## src/rtl/dendy_pkg.sv

```systemverilog
// dendy_pkg: shared constants and types for the Dendy CPU-side bus blocks.
//   ADDR_OAMDMA  - CPU write address that starts a sprite DMA transfer
//   ADDR_OAMDATA - PPU OAMDATA register, destination of every DMA write
//   XFER_LEN     - bytes moved per transfer (one full page)
//   IDX_W        - width of the in-page byte index
//   dma_state_t  - sprite DMA sequencer states
package dendy_pkg;

  localparam logic [15:0] ADDR_OAMDMA  = 16'h4014;
  localparam logic [15:0] ADDR_OAMDATA = 16'h2004;
  localparam int unsigned XFER_LEN     = 256;
  localparam int unsigned IDX_W        = 8;

  typedef enum logic [2:0] {
    StIdle,
    StAlign,
    StDummy,
    StRead,
    StWrite,
    StDone
  } dma_state_t;

  // Source address inside the selected page; the index never carries into the page.
  function automatic logic [15:0] page_addr(input logic [7:0] page,
                                            input logic [IDX_W-1:0] idx);
    return {page, idx};
  endfunction

endpackage

```

## src/rtl/oam_dma.sv

```systemverilog
// oam_dma: sprite DMA engine sitting between the 6502 core and the memory/PPU decoder.
//   A CPU write to DmaReg latches a source page. At the next opcode fetch the core is
//   halted (its clock enable is gated) and 256 bytes from {page, 00..FF} are copied to
//   OamData, one read/write pair per two CPU ticks. While busy the engine owns A/D/R/W.
//
// Optional feature macro: OAM_DMA_ODD_ALIGN_EN
//   defined   - a start on an odd CPU cycle inserts one alignment tick (514 halted ticks)
//   undefined - no alignment tick, always 513 halted ticks
//
// Ports:
//   clock   in   system clock
//   reset   in   synchronous active-high reset
//   ce      in   CPU tick strobe, one clock wide
//   cpu_m0  in   core is in its opcode-fetch state
//   cpu_a   in   core address
//   cpu_d   in   core write data
//   cpu_r   in   core read pulse
//   cpu_w   in   core write pulse
//   bus_i   in   read data from the memory decoder, valid on the ce tick
//   cpu_ce  out  gated tick to the core (ce & ~halt)
//   a       out  bus address (DMA when busy, else core)
//   d       out  bus write data (DMA when busy, else core)
//   r       out  bus read pulse (DMA when busy, else core)
//   w       out  bus write pulse (DMA when busy, else core)
//   busy    out  DMA owns the bus
module oam_dma
  import dendy_pkg::*;
#(
  parameter logic [15:0] DmaReg  = ADDR_OAMDMA,
  parameter logic [15:0] OamData = ADDR_OAMDATA
) (
  input  logic        clock,
  input  logic        reset,
  input  logic        ce,
  input  logic        cpu_m0,
  input  logic [15:0] cpu_a,
  input  logic [7:0]  cpu_d,
  input  logic        cpu_r,
  input  logic        cpu_w,
  input  logic [7:0]  bus_i,
  output logic        cpu_ce,
  output logic [15:0] a,
  output logic [7:0]  d,
  output logic        r,
  output logic        w,
  output logic        busy
);

`ifdef OAM_DMA_ODD_ALIGN_EN
  localparam bit AlignEn = 1'b1;
`else
  localparam bit AlignEn = 1'b0;
`endif

  localparam logic [IDX_W-1:0] LastIdx = IDX_W'(XFER_LEN - 1);

  dma_state_t       state_q, state_d;
  logic             busy_q, busy_d;
  logic             pending_q;
  logic [7:0]       page_q;
  logic [IDX_W-1:0] idx_q;
  logic             parity_q;
  logic             dma_r_q, dma_w_q;
  logic [7:0]       dma_d_q;
  logic [15:0]      dma_a;

  logic halt;
  logic start;
  logic read_go;
  logic write_go;
  logic idx_inc;
  logic trigger;

  // The core is halted whenever DMA runs, so a write seen while busy is stray and dropped.
  assign trigger = cpu_w && (cpu_a == DmaReg) && !busy_q;

  always_comb begin
    state_d  = state_q;
    busy_d   = busy_q;
    halt     = 1'b0;
    start    = 1'b0;
    read_go  = 1'b0;
    write_go = 1'b0;
    idx_inc  = 1'b0;
    unique case (state_q)
      StIdle: begin
        // Halt lands on the fetch tick itself, so the core never issues that fetch.
        if (pending_q && cpu_m0) begin
          halt = 1'b1;
          if (ce) begin
            start   = 1'b1;
            busy_d  = 1'b1;
            state_d = (AlignEn && parity_q) ? StAlign : StDummy;
          end
        end
      end
      StAlign: begin
        halt = 1'b1;
        if (ce) state_d = StDummy;
      end
      StDummy: begin
        halt = 1'b1;
        if (ce) begin
          state_d = StRead;
          read_go = 1'b1;
        end
      end
      StRead: begin
        halt = 1'b1;
        if (ce) begin
          state_d  = StWrite;
          write_go = 1'b1;
        end
      end
      StWrite: begin
        // The tick closing the last write cycle goes back to the core.
        halt = (idx_q != LastIdx);
        if (ce) begin
          idx_inc = 1'b1;
          if (idx_q == LastIdx) begin
            state_d = StDone;
            busy_d  = 1'b0;
          end else begin
            state_d = StRead;
            read_go = 1'b1;
          end
        end
      end
      StDone: begin
        if (ce) state_d = StIdle;
      end
      default: state_d = StIdle;
    endcase
  end

  always_comb begin
    dma_a = (state_q == StWrite) ? OamData : page_addr(page_q, idx_q);
  end

  always_ff @(posedge clock) begin
    if (reset) begin
      state_q   <= StIdle;
      busy_q    <= 1'b0;
      pending_q <= 1'b0;
      page_q    <= '0;
      idx_q     <= '0;
      parity_q  <= 1'b0;
      dma_r_q   <= 1'b0;
      dma_w_q   <= 1'b0;
      dma_d_q   <= '0;
    end else begin
      state_q <= state_d;
      busy_q  <= busy_d;
      // Pulses are registered one clock after the tick and always drop on the next clock.
      dma_r_q <= read_go;
      dma_w_q <= write_go;
      if (ce) parity_q <= ~parity_q;
      if (write_go) dma_d_q <= bus_i;
      if (start) begin
        pending_q <= 1'b0;
        idx_q     <= '0;
      end else begin
        if (trigger) begin
          pending_q <= 1'b1;
          page_q    <= cpu_d;
        end
        if (idx_inc) idx_q <= idx_q + IDX_W'(1);
      end
    end
  end

  assign cpu_ce = ce & ~halt;
  assign busy   = busy_q;
  assign a      = busy_q ? dma_a   : cpu_a;
  assign d      = busy_q ? dma_d_q : cpu_d;
  assign r      = busy_q ? dma_r_q : cpu_r;
  assign w      = busy_q ? dma_w_q : cpu_w;

endmodule

```

## config.mk

```make
export PLATFORM = sky130hd
export DESIGN_NAME = oam_dma
export DESIGN_NICKNAME = d
export VERILOG_FILES = /design/src/rtl/dendy_pkg.sv /design/src/rtl/oam_dma.sv
export SDC_FILE = /design/constraint.sdc
export NUM_CORES = 1
export LEC_CHECK = 0
export BUFFER_PORTS_ARGS = -buffer_cell sky130_fd_sc_hd__buf_2
export CAP_MARGIN = 20
export CORE_MARGIN = 1.5
export CORE_UTILIZATION = 48
export CTS_CLUSTER_SIZE = 28
export DETAILED_ROUTE_END_ITERATION = 10
export PLACE_DENSITY_LB_ADDON = 0.2
export SLEW_MARGIN = 25
export SYNTH_ARGS = -nofsm -noshare
export SYNTH_HDL_FRONTEND = slang
export SYNTH_SLANG_ARGS = --single-unit
```

## constraint.sdc

```tcl
create_clock -name clock -period 2.15 [get_ports clock]
set_input_delay 0.43 -clock clock [delete_from_list [all_inputs] [get_ports clock]]
set_output_delay 0.43 -clock clock [all_outputs]
set_load 0.005 [all_outputs]
```

* Yosys cells after proc, flatten, opt, wreduce, memory -nomap -nowiden
Index checks and enable logic that the tools add are counted.
** Word-level totals
- Input port bits :: 38
- Flip-flop bits (word level) :: 31
- Logic and storage cells :: 66
** Operators by class
- Add/sub/neg operators :: 1
- Bitwise logic cells :: 3
- Equal/unequal tests :: 15
- Reduce and logical (&&, ||, !) cells :: 11
- Muxes and demuxes :: 28
** Operators by type and width (count)
- 16-bit 2-to-1 mux :: 2
- 3-bit 2-to-1 mux :: 7
- 3-bit case mux with 6 select lines :: 1
- 16-bit by 15-bit equality test with 1-bit output (second input constant) :: 1
- 1-bit 2-to-1 mux :: 14
- 2-bit != test (second input constant) :: 7
- 5-bit AND reduction :: 2
- 8-bit by 1-bit adder with 8-bit output (second input constant) :: 1
- 8-bit equality test (second input constant) :: 1
- 8-bit 2-to-1 mux :: 1
- 8-bit != test (second input constant) :: 1
- 3-bit by 2-bit equality test with 1-bit output (second input constant) :: 2
- 3-bit equality test (second input constant) :: 2
- 1-bit case mux with 2 select lines :: 2
- 3-bit by 1-bit equality test with 1-bit output (second input constant) :: 1
- 1-bit logical AND :: 3
- 3-bit logical NOT :: 1
- 1-bit case mux with 3 select lines :: 1
- 3-bit OR reduction :: 1
- 1-bit inverter :: 2
- 2-bit AND reduction :: 1
- 2-bit nonzero test :: 1
- 2-bit OR reduction :: 1
- 1-bit bitwise AND :: 1
- 1-bit logical NOT :: 1

* Depth between registers and ports, before layout
Gate-level depths: netlist of the first run.
- Depth in word-level cells :: 5
- Mapped depth :: 7

* Worst setup path after synthesis of the first run
OpenSTA, ideal clock, no wires.
- Path type :: register to output
- From :: register busy_q, in the netlist busy
- To :: output port a[4]
- Arrival time :: 1.441 ns
- Slack :: 0.279 ns
- Cell stages (with the launch flop) :: 6
- Path through :: dfxtp_1 > clkbuf_1 > a21boi_0 > buf_2 > nand2_1 > o21ai_0
** Between the ends
- Longest elaborated chain between the ends :: 1
** RTL lines
- start, declared :: RTL line oam_dma.sv:58 : logic busy_q, busy_d;
- start signal, assigned :: RTL line oam_dma.sv:153 : busy_q <= busy_d;
- 16-bit 2-to-1 mux :: RTL line oam_dma.sv:174 : assign a = busy_q ? dma_a : cpu_a;
- end, declared :: RTL line oam_dma.sv:42 : output logic [15:0] a,
Every way passes these cells.

* Worst setup path after layout of the first run
- From :: register idx_q[5]
- To :: output port cpu_ce
** Between the ends
- Longest elaborated chain between the ends :: 4
** RTL lines
- start, declared :: RTL line oam_dma.sv:61 : logic [IDX_W-1:0] idx_q;
- start signal, assigned :: RTL line oam_dma.sv:167 : if (idx_inc) idx_q <= idx_q + IDX_W'(1);
- 8-bit != test :: RTL line oam_dma.sv:117 : halt = (idx_q != LastIdx);
- 1-bit case mux with 3 select lines :: RTL line oam_dma.sv:85 : unique case (state_q)
- 1-bit inverter :: RTL line oam_dma.sv:172 : assign cpu_ce = ce & ~halt;
- 1-bit bitwise AND :: RTL line oam_dma.sv:172
- end, declared :: RTL line oam_dma.sv:41 : output logic cpu_ce,
Every way passes these cells.

==> reports/metrics.yaml, run 1 <==
finish:
  syn_to_final_growth_pct: 25.9
  drive_above_1_share_pct: 34.1
  fin_nets: 325
  diodes: 0
  layout.cells.most_common: "buf_2"
  fillers: 324
  mostFrequentLayoutCells: "buf_2 (65), nand2_1 (35), dfxtp_1 (28)"
  final_util_pct: 64.0
pwr:
  swShare_pct: 22.2
  power_density_nw_per_um2: 539
  irDropWorstVdd_v: 0.000440
  seqPwrFrac_pct: 49.1
  p_switching_w: 0.000259
  p_int_w: 0.000910
  leakagePower_nw: 0.912
  p_clk_share_pct: 41.1
  combPwrFrac_pct: 9.9
floorplan:
  rows: 21
  ioPinCount: 66
  die_y_um: 62.9
  fp.coreArea_um2: 3390
  die_area_um2: 3960
  start_util_pct: 50.8
  die_w_um: 62.9
routing:
  viasPerCell: 5.24
  ant_nets: 0
  drt_drc_violations_left: 0
  vias: 1745
  wire_per_inst_um: 12.9
  dr.pass1.iters: 4
  drt_first_iter_violations: 63
  wirelength_um: 4290
worst_setup_path:
  cp.arrival_ps: 1650
  slowest_delay_ps: 410
  worstPathRequired_ps: 1720
  critPathMaxFanout: 4
  rr_worst_depth: 4
  worstPathCellList: "and4_1, nand4_1, a311oi_2, buf_2"
  start_kind: "register"
  path_class: "reg2out"
  end_kind: "output port"
  slowest_stage: "dfxtp_1"
global_routing:
  grt_start_max_net_pins: 28
  gr-usage-all-layers_pct: 22.6
  antenna_found_initial: 0
  grt_pass1_vias: 1618
  grt-ovfl-total: 0
  grt_pass1_wl_um: 7190
synth:
  synthesis.nets: 261
  synthArstFlopShare_pct: 0
  syn-cell-area_um2: 1720
  synth.distinct_cells: 37
  ys_seq_elements: 31
  yosysWarnings: 0
  synth_ff_type: "dfxtp_1"
  yosysSeqAreaShare_pct: 36.0
  synth_edf_count: 0
  syn_inst: 222
  syn_area_per_cell_um2: 7.76
cts:
  clock_latency_ps: 330
  cts.htree.levels: 2
  cts_buffer_depth: 2
  clk_pin_slew_worst_paths_ps: 100
  cts_setup_buffers: 0
  tritoncts: "yes"
  cts_root_buffer: "clkbuf_4"
  cts_sinks: 31
  cts_made_buffers: 5
status:
  outcome: "finished, final reports clean"
min_path:
  hold_depth: 3
  holdCritPathClass: "in2reg"
sta:
  finalCriticalPeriod_ps: 2080
  setup-violations-final: 0
  fin_tns_setup_ps: 0
  fmax_mhz: 481
  fin_skew_ps: 10.9
  worst_slew_pin_slew_ps: 432
  drv_slew: 0
  layout_worst_path_cycle_share_pct: 96.7
  rsz0062_at_grt: "false"
  hold_viol: 0
  relSlewSlack_pct: 70.9
placement:
  portBuffers: 65
  gp_congestion: 0.818
  dpl.hpwl_um: 3140
job:
  cap_violations: 0
registers in the layout, indices dropped and copies added (netlist names):
register,count
idx_q,8
pending_q,1
dma_w_q,1
dma_d_q,8
dma_r_q,1
state_q,3
busy,1
page_q,8
cell usage after synthesis (all sizes together) (4+ instances only):
cell    number  share of area, %
nand2       35               7.6
dfxtp       31                36
a21oi       25               7.3
o21ai       24               7.0
inv         16               3.5
nand4       12               4.4
nor2        11               2.4
mux2        10               6.5
buf          8               3.6
clkbuf       7               1.5
xor2         6               3.1
and2         4               1.5
nand3        4               1.2
kinds of logic (layout without fill, tap and decap cells):
logic type / Yosys count / count (layout) / synth area share, %
buffers and inverters: 31 / 96 / 8.57
multiplexers: 11 / 11 / 7.12
AND/OR/NAND/NOR: 82 / 82 / 24.2
XOR/XNOR: 7 / 7 / 3.56
adder cells (fa/ha/maj): 1 / 1 / 0.726
AO/OA/AOI/OAI: 59 / 59 / 19.8
flip-flops: 31 / 31 / 36.0
worst max-delay path: cells and delay by family, from the launching register on:
| family | cells | cell delay (ps) |
|---|---|---|
| AO/OA/AOI/OAI | 1 | 330 |
| flip-flops | 1 | 410 |
| buffers and inverters | 1 | 160 |
| AND/OR/NAND/NOR | 2 | 430 |
layout make-up:
class / count / area, µm² / area share (%)
flip-flops and latches: 31 / 624 / 28.8
multi-input cells: 160 / 963 / 44.4
repair buffers: 72 / 378 / 17.4
inverters: 16 / 60.1 / 2.77
clock inverters: 2 / 35.0 / 1.61
well taps: 46 / 57.6 / 2.65
clock buffers: 6 / 51.3 / 2.36
per-layer routing:
metal / vias to the layer above / GRT usage [%] / wire (µm)
li1: 900 / - / -
met1: 774 / 29.4 / 2010
met2: 67 / 35.6 / 1950
met3: 4 / 6.49 / 304
met4: 0 / 8.06 / 23
met5: - / 0 / 0
path summary, 6_finish.rpt:
kind | startpoint | slack (ps) | endpoint
worst max-delay path | idx_q[5]$_SDFFE_PP0P_ | 70 | cpu_ce
worst min-delay path | bus_i[5] | 330 | dma_d_q[5]$_SDFFE_PP0P_
worst max register to register | state_q[0]$_SDFFE_PP0P_ | 470 | page_q[4]$_SDFFE_PP0P_
worst min register to register | dma_d_q[3]$_SDFFE_PP0P_ | 460 | dma_d_q[3]$_SDFFE_PP0P_
through the flow:
| stage | instances | worst slack, ps | hold slack [ps] | cell area (µm²) | total power, W |
|---|---|---|---|---|---|
| after global routing | 333 | 1.38 | 316 | 2170 | 0.00121 |
| after detailed placement | 325 | 259 | 448 | 2070 | 0.000701 |
| after global placement | 325 | 279 | 440 | 2070 | 0.000701 |
| after floorplan | 222 | 279 | 433 | 1720 | 0.000634 |
| final | 333 | 71.8 | 326 | 2170 | 0.00117 |
| after CTS | 333 | 45.3 | 311 | 2160 | 0.00118 |
timing repair:
item,4_1_cts,5_1_grt
resized for setup,0,5
setup endpoints to repair,0,15
hold buffers,0,0
power by group through the flow:
stage	combinational [W]	sequential [W]	clock, W
2_1_floorplan	0.0000472	0.000587	0
3_3_place_gp	0.000114	0.000587	0
3_5_place_dp	0.000114	0.000587	0
4_1_cts	0.000115	0.000574	0.000489
5_1_grt	0.000127	0.000574	0.000510
6_report	0.000115	0.000574	0.000480
(Power assumes the default switching activity.)
==> run 2, diff against run 1 <==
- PLACE_DENSITY: unset -> 0.91
- PLACE_DENSITY_LB_ADDON: 0.2 -> unset
- clock period: 2.15 -> 2.2 ns (I/O delays scaled with it)
==> run 2 against run 1 <==
  * Total power down 9.2%
  * Flip-flop and latch count stayed put
  * Non-clock buffer count increased by 1
  * Critical endpoint unchanged
  * Sequential share of layout area is 0.18 points higher
==> reports/metrics.yaml, run 2 (synthesis results as in run 1) <==
status:
  outcome: "finished, final reports clean"  # unchanged
routing:
  drt_first_iter_violations: 83  # was 63
  dr.pass1.iters: 4  # unchanged
  wire_per_inst_um: 13.7  # was 12.9 µm
  drt_drc_violations_left: 0  # unchanged
  ant_nets: 0  # unchanged
  vias: 1866  # was 1,745
  wirelength_um: 4560  # was 4290 µm
  viasPerCell: 5.59  # was 5.24
floorplan:
  fp.coreArea_um2: 3390  # unchanged
  die_w_um: 62.9  # unchanged
  start_util_pct: 50.8  # unchanged
  ioPinCount: 66  # unchanged
  die_area_um2: 3960  # unchanged
  rows: 21  # unchanged
  die_y_um: 62.9  # unchanged
cts:
  cts.htree.levels: 2  # unchanged
  cts_made_buffers: 5  # unchanged
  cts_buffer_depth: 2  # unchanged
  cts_setup_buffers: 0  # unchanged
  cts_resized: 0  # unchanged
  clock_latency_ps: 340  # was 330 ps
  holdBufCountCts: 0  # unchanged
  cts_sinks: 31  # unchanged
  tritoncts: "yes"  # unchanged
  cts_root_buffer: "clkbuf_4"  # unchanged
  clk_pin_slew_worst_paths_ps: 110  # was 100 ps
global_routing:
  gr-usage-all-layers_pct: 22.8  # was 22.6%
  grt_pass1_wl_um: 7240  # was 7190 µm
  grt_pass1_vias: 1654  # was 1,618
  grt_start_max_net_pins: 24  # was 28
  antenna_found_initial: 0  # unchanged
  grt-ovfl-total: 0  # unchanged
pwr:
  leakagePower_nw: 0.906  # was 0.912 nW
  seqPwrFrac_pct: 52.8  # was 49.1%
  finalPower_w: 0.00106  # was 0.00117 W
  swShare_pct: 23.9  # was 22.2%
  p_int_w: 0.000808  # was 0.000910 W
  p_switching_w: 0.000254  # was 0.000259 W
  p_clk_share_pct: 36.6  # was 41.1%
  combPwrFrac_pct: 10.6  # was 9.9%
  irDropWorstVdd_v: 0.000314  # was 0.000440 V
  power_density_nw_per_um2: 493  # was 539 nW/µm²
worst_setup_path:
  cp.arrival_ps: 1680  # was 1650 ps
  worstPathRequired_ps: 1760  # was 1720 ps
  slowest_stage: "dfxtp_1"  # unchanged
  crit_start: "idx_q[4]$_SDFFE_PP0P_"  # was idx_q[5]$_SDFFE_PP0P_
  start_kind: "register"  # unchanged
  worstPathCellList: "and4_1, nand4_1, a311oi_1, buf_2"  # was and4_1, nand4_1, a311oi_2, buf_2
  critPathMaxFanout: 5  # was 4
  worst-path-buf-inv: 1  # unchanged
  critical-path-top-delay-family: "flip-flops"  # was simple AND/OR/NAND/NOR gates
  worstReg2RegStart: "state_q[0]$_SDFFE_PP0P_"  # unchanged
  path_class: "reg2out"  # unchanged
  end_kind: "output port"  # unchanged
  slowest_delay_ps: 430  # was 410 ps
sta:
  drv_slew: 0  # unchanged
  rsz0062_at_grt: "false"  # unchanged
  worst_slew_pin_slew_ps: 582  # was 432 ps
  fmax_mhz: 471
  fin_skew_ps: 13.3  # was 10.9 ps
  relSlewSlack_pct: 60.7  # was 70.9%
  hold_viol: 0  # unchanged
  setup-violations-final: 0  # unchanged
  layout_worst_path_cycle_share_pct: 96.6
  fin_tns_setup_ps: 0  # unchanged
  finalCriticalPeriod_ps: 2120
finish:
  largest_registers: "dma_d_q (8), idx_q (8), page_q (8)"  # unchanged
  syn_to_final_growth_pct: 24.9  # was 25.9%
  drive_above_1_share_pct: 33.3  # was 34.1%
  mostFrequentLayoutCells: "buf_2 (65), nand2_1 (35), dfxtp_1 (29)"  # was buf_2 (65), nand2_1 (35), dfxtp_1 (28)
  layout.cells.most_common: "buf_2"  # unchanged
  diodes: 0  # unchanged
  fin_nets: 326  # was 325
job:
  cap_violations: 0  # unchanged
placement:
  dpl.hpwl_um: 3340  # was 3140 µm
  portBuffers: 65  # unchanged
  gp_congestion: 0.931  # was 0.818
min_path:
  holdCritPathClass: "in2reg"  # unchanged
  hp-start: "bus_i[5]"  # unchanged
run 2: worst paths after layout:
kind | end | slack (ps) | cells after the start
max | cpu_ce | 80 | 4
min | dma_d_q[5]$_SDFFE_PP0P_ | 340 | 3
max reg2reg | page_q[0]$_SDFFE_PP0P_ | 500 | 4
min reg2reg | dma_d_q[5]$_SDFFE_PP0P_ | 460 | 2
run 2: worst reg2reg max path, stage by stage (launching register included):
cell	delay [ps]
dfxtp_2	380
or3b_4	430
or3_1	510
nand4_1	190
a21oi_1	80
run 2: layout make-up:
cell class | instances | area [µm²]
clock buffers | 8 | 68.8
flip-flops and latches | 31 | 623
multi-input cells | 160 | 957
fillers | 296 | 1240
repair buffers | 73 | 385
well taps | 46 | 57.6
inverters | 16 | 60.1
run 2: through the flow:
| step | worst slack [ps] | hold WS, ps | cell area [µm²] | cells | utilization [%] |
|---|---|---|---|---|---|
| final | 75.4 | 337 | 2150 | 334 | 63.5 |
| after global routing | 7.94 | 344 | 2150 | 334 | 63.5 |
| after CTS | 64.3 | 335 | 2150 | 334 | 63.3 |
| after detailed placement | 300 | 447 | 2080 | 326 | 61.3 |
| after global placement | 345 | 439 | 2080 | 326 | 61.3 |
| after floorplan | 319 | 433 | 1720 | 222 | - |
run 2: power groups by stage:
| stage | registers, W | clock network, W | logic [W] |
|---|---|---|---|
| after CTS | 0.000561 | 0.000385 | 0.000112 |
| after global placement | 0.000574 | 0 | 0.000109 |
| after floorplan | 0.000574 | 0 | 0.0000461 |
| final | 0.000561 | 0.000389 | 0.000112 |
| after detailed placement | 0.000574 | 0 | 0.000112 |
| after global routing | 0.000561 | 0.000409 | 0.000123 |
run 2: per-layer routing:
layer	vias up	GRT usage (%)	part of all wire [%]
met5	-	0	0
met2	85	37.8	48
met4	0	8.06	1.3
li1	903	-	-
met1	871	29.1	43
met3	7	4.68	7.1
==> run 3, diff against run 2 <==
- CELL_PAD_IN_SITES_DETAIL_PLACEMENT: unset -> 1
- CELL_PAD_IN_SITES_GLOBAL_PLACEMENT: unset -> 2
- CORE_UTILIZATION: 48 -> 26
- PLACE_DENSITY: 0.91 -> 0.9
==> run 3 against run 2 <==
  * Clock skew fell by 8.8 ps
  * Highest routed layer unchanged
  * Largest power group is now the clock network
  * Utilization fell by 28 points
  * Fmax rose by 2.4%
  * First-iteration DRC count fell by 30%
  * Sequential power barely moved
==> reports/metrics.yaml, run 3 (synthesis results as in run 1) <==
cts:
  cts_sinks: 31  # unchanged
  cts_resized: 0  # unchanged
  cts_setup_buffers: 0  # unchanged
  cts_buffer_depth: 2  # unchanged
  cts_made_buffers: 5  # unchanged
  clk_pin_slew_worst_paths_ps: 70  # was 110 ps
  holdBufCountCts: 0  # unchanged
  tritoncts: "yes"  # unchanged
  cts_root_buffer: "clkbuf_8"  # was clkbuf_4
  clock_latency_ps: 280  # was 340 ps
  cts.htree.levels: 2  # unchanged
finish:
  final_util_pct: 35.2  # was 63.5%
  diodes: 0  # unchanged
  syn_to_final_growth_pct: 30.6  # was 24.9%
  layoutNonFillerInstCount: 367  # was 334
  mostFrequentLayoutCells: "buf_2 (65), nand2_1 (35), dfxtp_1 (30)"  # was buf_2 (65), nand2_1 (35), dfxtp_1 (29)
  layout.cells.most_common: "buf_2"  # unchanged
  multiInputGateArea_um2: 955  # was 957 µm²
  seqCellArea_um2: 622  # was 623 µm²
  fin_nets: 328  # was 326
  fillers: 827  # was 296
  drive_above_1_share_pct: 33.4  # was 33.3%
  largest_registers: "dma_d_q (8), idx_q (8), page_q (8)"  # unchanged
floorplan:
  die_w_um: 84.4  # was 62.9 µm
  fp.coreArea_um2: 6390  # was 3390 µm²
  die_area_um2: 7120  # was 3960 µm²
  die_y_um: 84.4  # was 62.9 µm
  rows: 29  # was 21
  start_util_pct: 27.0  # was 50.8%
  ioPinCount: 66  # unchanged
sta:
  rsz0062_at_grt: "false"  # unchanged
  finalCriticalPeriod_ps: 2070  # was 2120 ps
  worst_slew_pin_slew_ps: 453  # was 582 ps
  fin_ws_ps: 126  # was 75.4 ps
  fmax_mhz: 482  # was 471 MHz
  relSlewSlack_pct: 69.8  # was 60.7%
  fin_skew_ps: 4.47  # was 13.3 ps
  hold_viol: 0  # unchanged
  setup-violations-final: 0  # unchanged
  fin_tns_setup_ps: 0  # unchanged
  holdWs_ps: 391  # was 337 ps
  drv_slew: 0  # unchanged
  layout_worst_path_cycle_share_pct: 94.3  # was 96.6%
worst_setup_path:
  worstPathCellList: "ha_1, nand4_1, a311oi_1, buf_2"  # was and4_1, nand4_1, a311oi_1, buf_2
  cp.arrival_ps: 1630  # was 1680 ps
  start_kind: "register"  # unchanged
  end_kind: "output port"  # unchanged
  slowest_delay_ps: 400  # was 430 ps
  critPathMaxFanout: 4  # was 5
  worstPathRequired_ps: 1760  # about the same
  slowest_stage: "dfxtp_1"  # unchanged
  path_class: "reg2out"  # unchanged
routing:
  dr.pass1.iters: 4  # unchanged
  wirelength_um: 5370  # was 4560 µm
  viasPerCell: 4.94  # was 5.59
  drt_drc_violations_left: 0  # unchanged
  drt_first_iter_violations: 58  # was 83
  ant_nets: 0  # unchanged
  vias: 1813  # was 1,866
  wire_per_inst_um: 14.6  # was 13.7 µm
global_routing:
  grt_pass1_wl_um: 8730  # was 7240 µm
  antenna_found_initial: 0  # unchanged
  gr-usage-all-layers_pct: 15.5  # was 22.8%
  grt_pass1_vias: 1795  # was 1,654
  grt_start_max_net_pins: 24  # unchanged
  grt-ovfl-total: 0  # unchanged
job:
  cap_violations: 0  # unchanged
pwr:
  irDropWorstVdd_v: 0.000232  # was 0.000314 V
  leakagePower_nw: 0.941  # was 0.906 nW
  power_density_nw_per_um2: 558  # was 493 nW/µm²
placement:
  gp_congestion: 0.821  # was 0.931
  portBuffers: 65  # unchanged
  pre_cts_slack_ps: 277  # was 300 ps
  dpl.hpwl_um: 4110  # was 3340 µm
  post-place-cells: 359  # was 326
min_path:
  holdCritPathClass: "in2reg"  # unchanged
status:
  outcome: "finished, final reports clean"  # unchanged
run 3: cell type report:
type                            count  area share, %
Clock buffer                        6           3.67
Sequential cell                    31           27.6
Tap cell                           77           4.28
Multi-Input combinational cell    160           42.4
Timing Repair Buffer               75           17.8
Inverter                           16           2.67
Clock inverter                      2           1.56
run 3: critical path: cells and delay by family (launching register included):
family | cells | cell delay (ps)
AOI/OAI and AO/OA | 1 | 350
adders and majority gates | 1 | 250
buffers and inverters | 1 | 170
DFF | 1 | 400
and+or+nand+nor | 1 | 190
run 3: worst paths after layout:
check / start / endpoint / slack (ps) / depth (start not counted)
max: idx_q[0]$_SDFFE_PP0P_ / cpu_ce / 130 / 4
min: bus_i[3] / dma_d_q[3]$_SDFFE_PP0P_ / 390 / 3
max reg2reg: state_q[1]$_SDFFE_PP0P_ / pending_q$_SDFFE_PP0P_ / 470 / 4
min reg2reg: dma_d_q[1]$_SDFFE_PP0P_ / dma_d_q[1]$_SDFFE_PP0P_ / 460 / 2
run 3: power breakdown:
part / internal (W) / switching [W] / total (W) / leakage [nW]
Sequential: 0.000561 / 0.00000000139 / 0.000561 / 0.250
Clock: 0.000366 / 0.000215 / 0.000581 / 0.0612
Combinational: 0.0000602 / 0.0000541 / 0.000114 / 0.629
Total: 0.000987 / 0.000269 / 0.00126 / 0.941
run 3: stage by stage:
stage          cell area, µm²  power (W)
6_report                 2250    0.00126
5_1_grt                  2250    0.00132
4_1_cts                  2250    0.00127
3_5_place_dp             2130   0.000690
3_3_place_gp             2130   0.000689
2_1_floorplan            1720   0.000620
run 3: metal layers:
metal | vias to the layer above | GRT usage [%] | part of all wire, %
met5 | - | 0 | 0
met4 | 0 | 5.28 | 1.5
met3 | 6 | 3.34 | 5.9
met2 | 63 | 24.5 | 44
met1 | 838 | 20.9 | 48
li1 | 906 | - | -
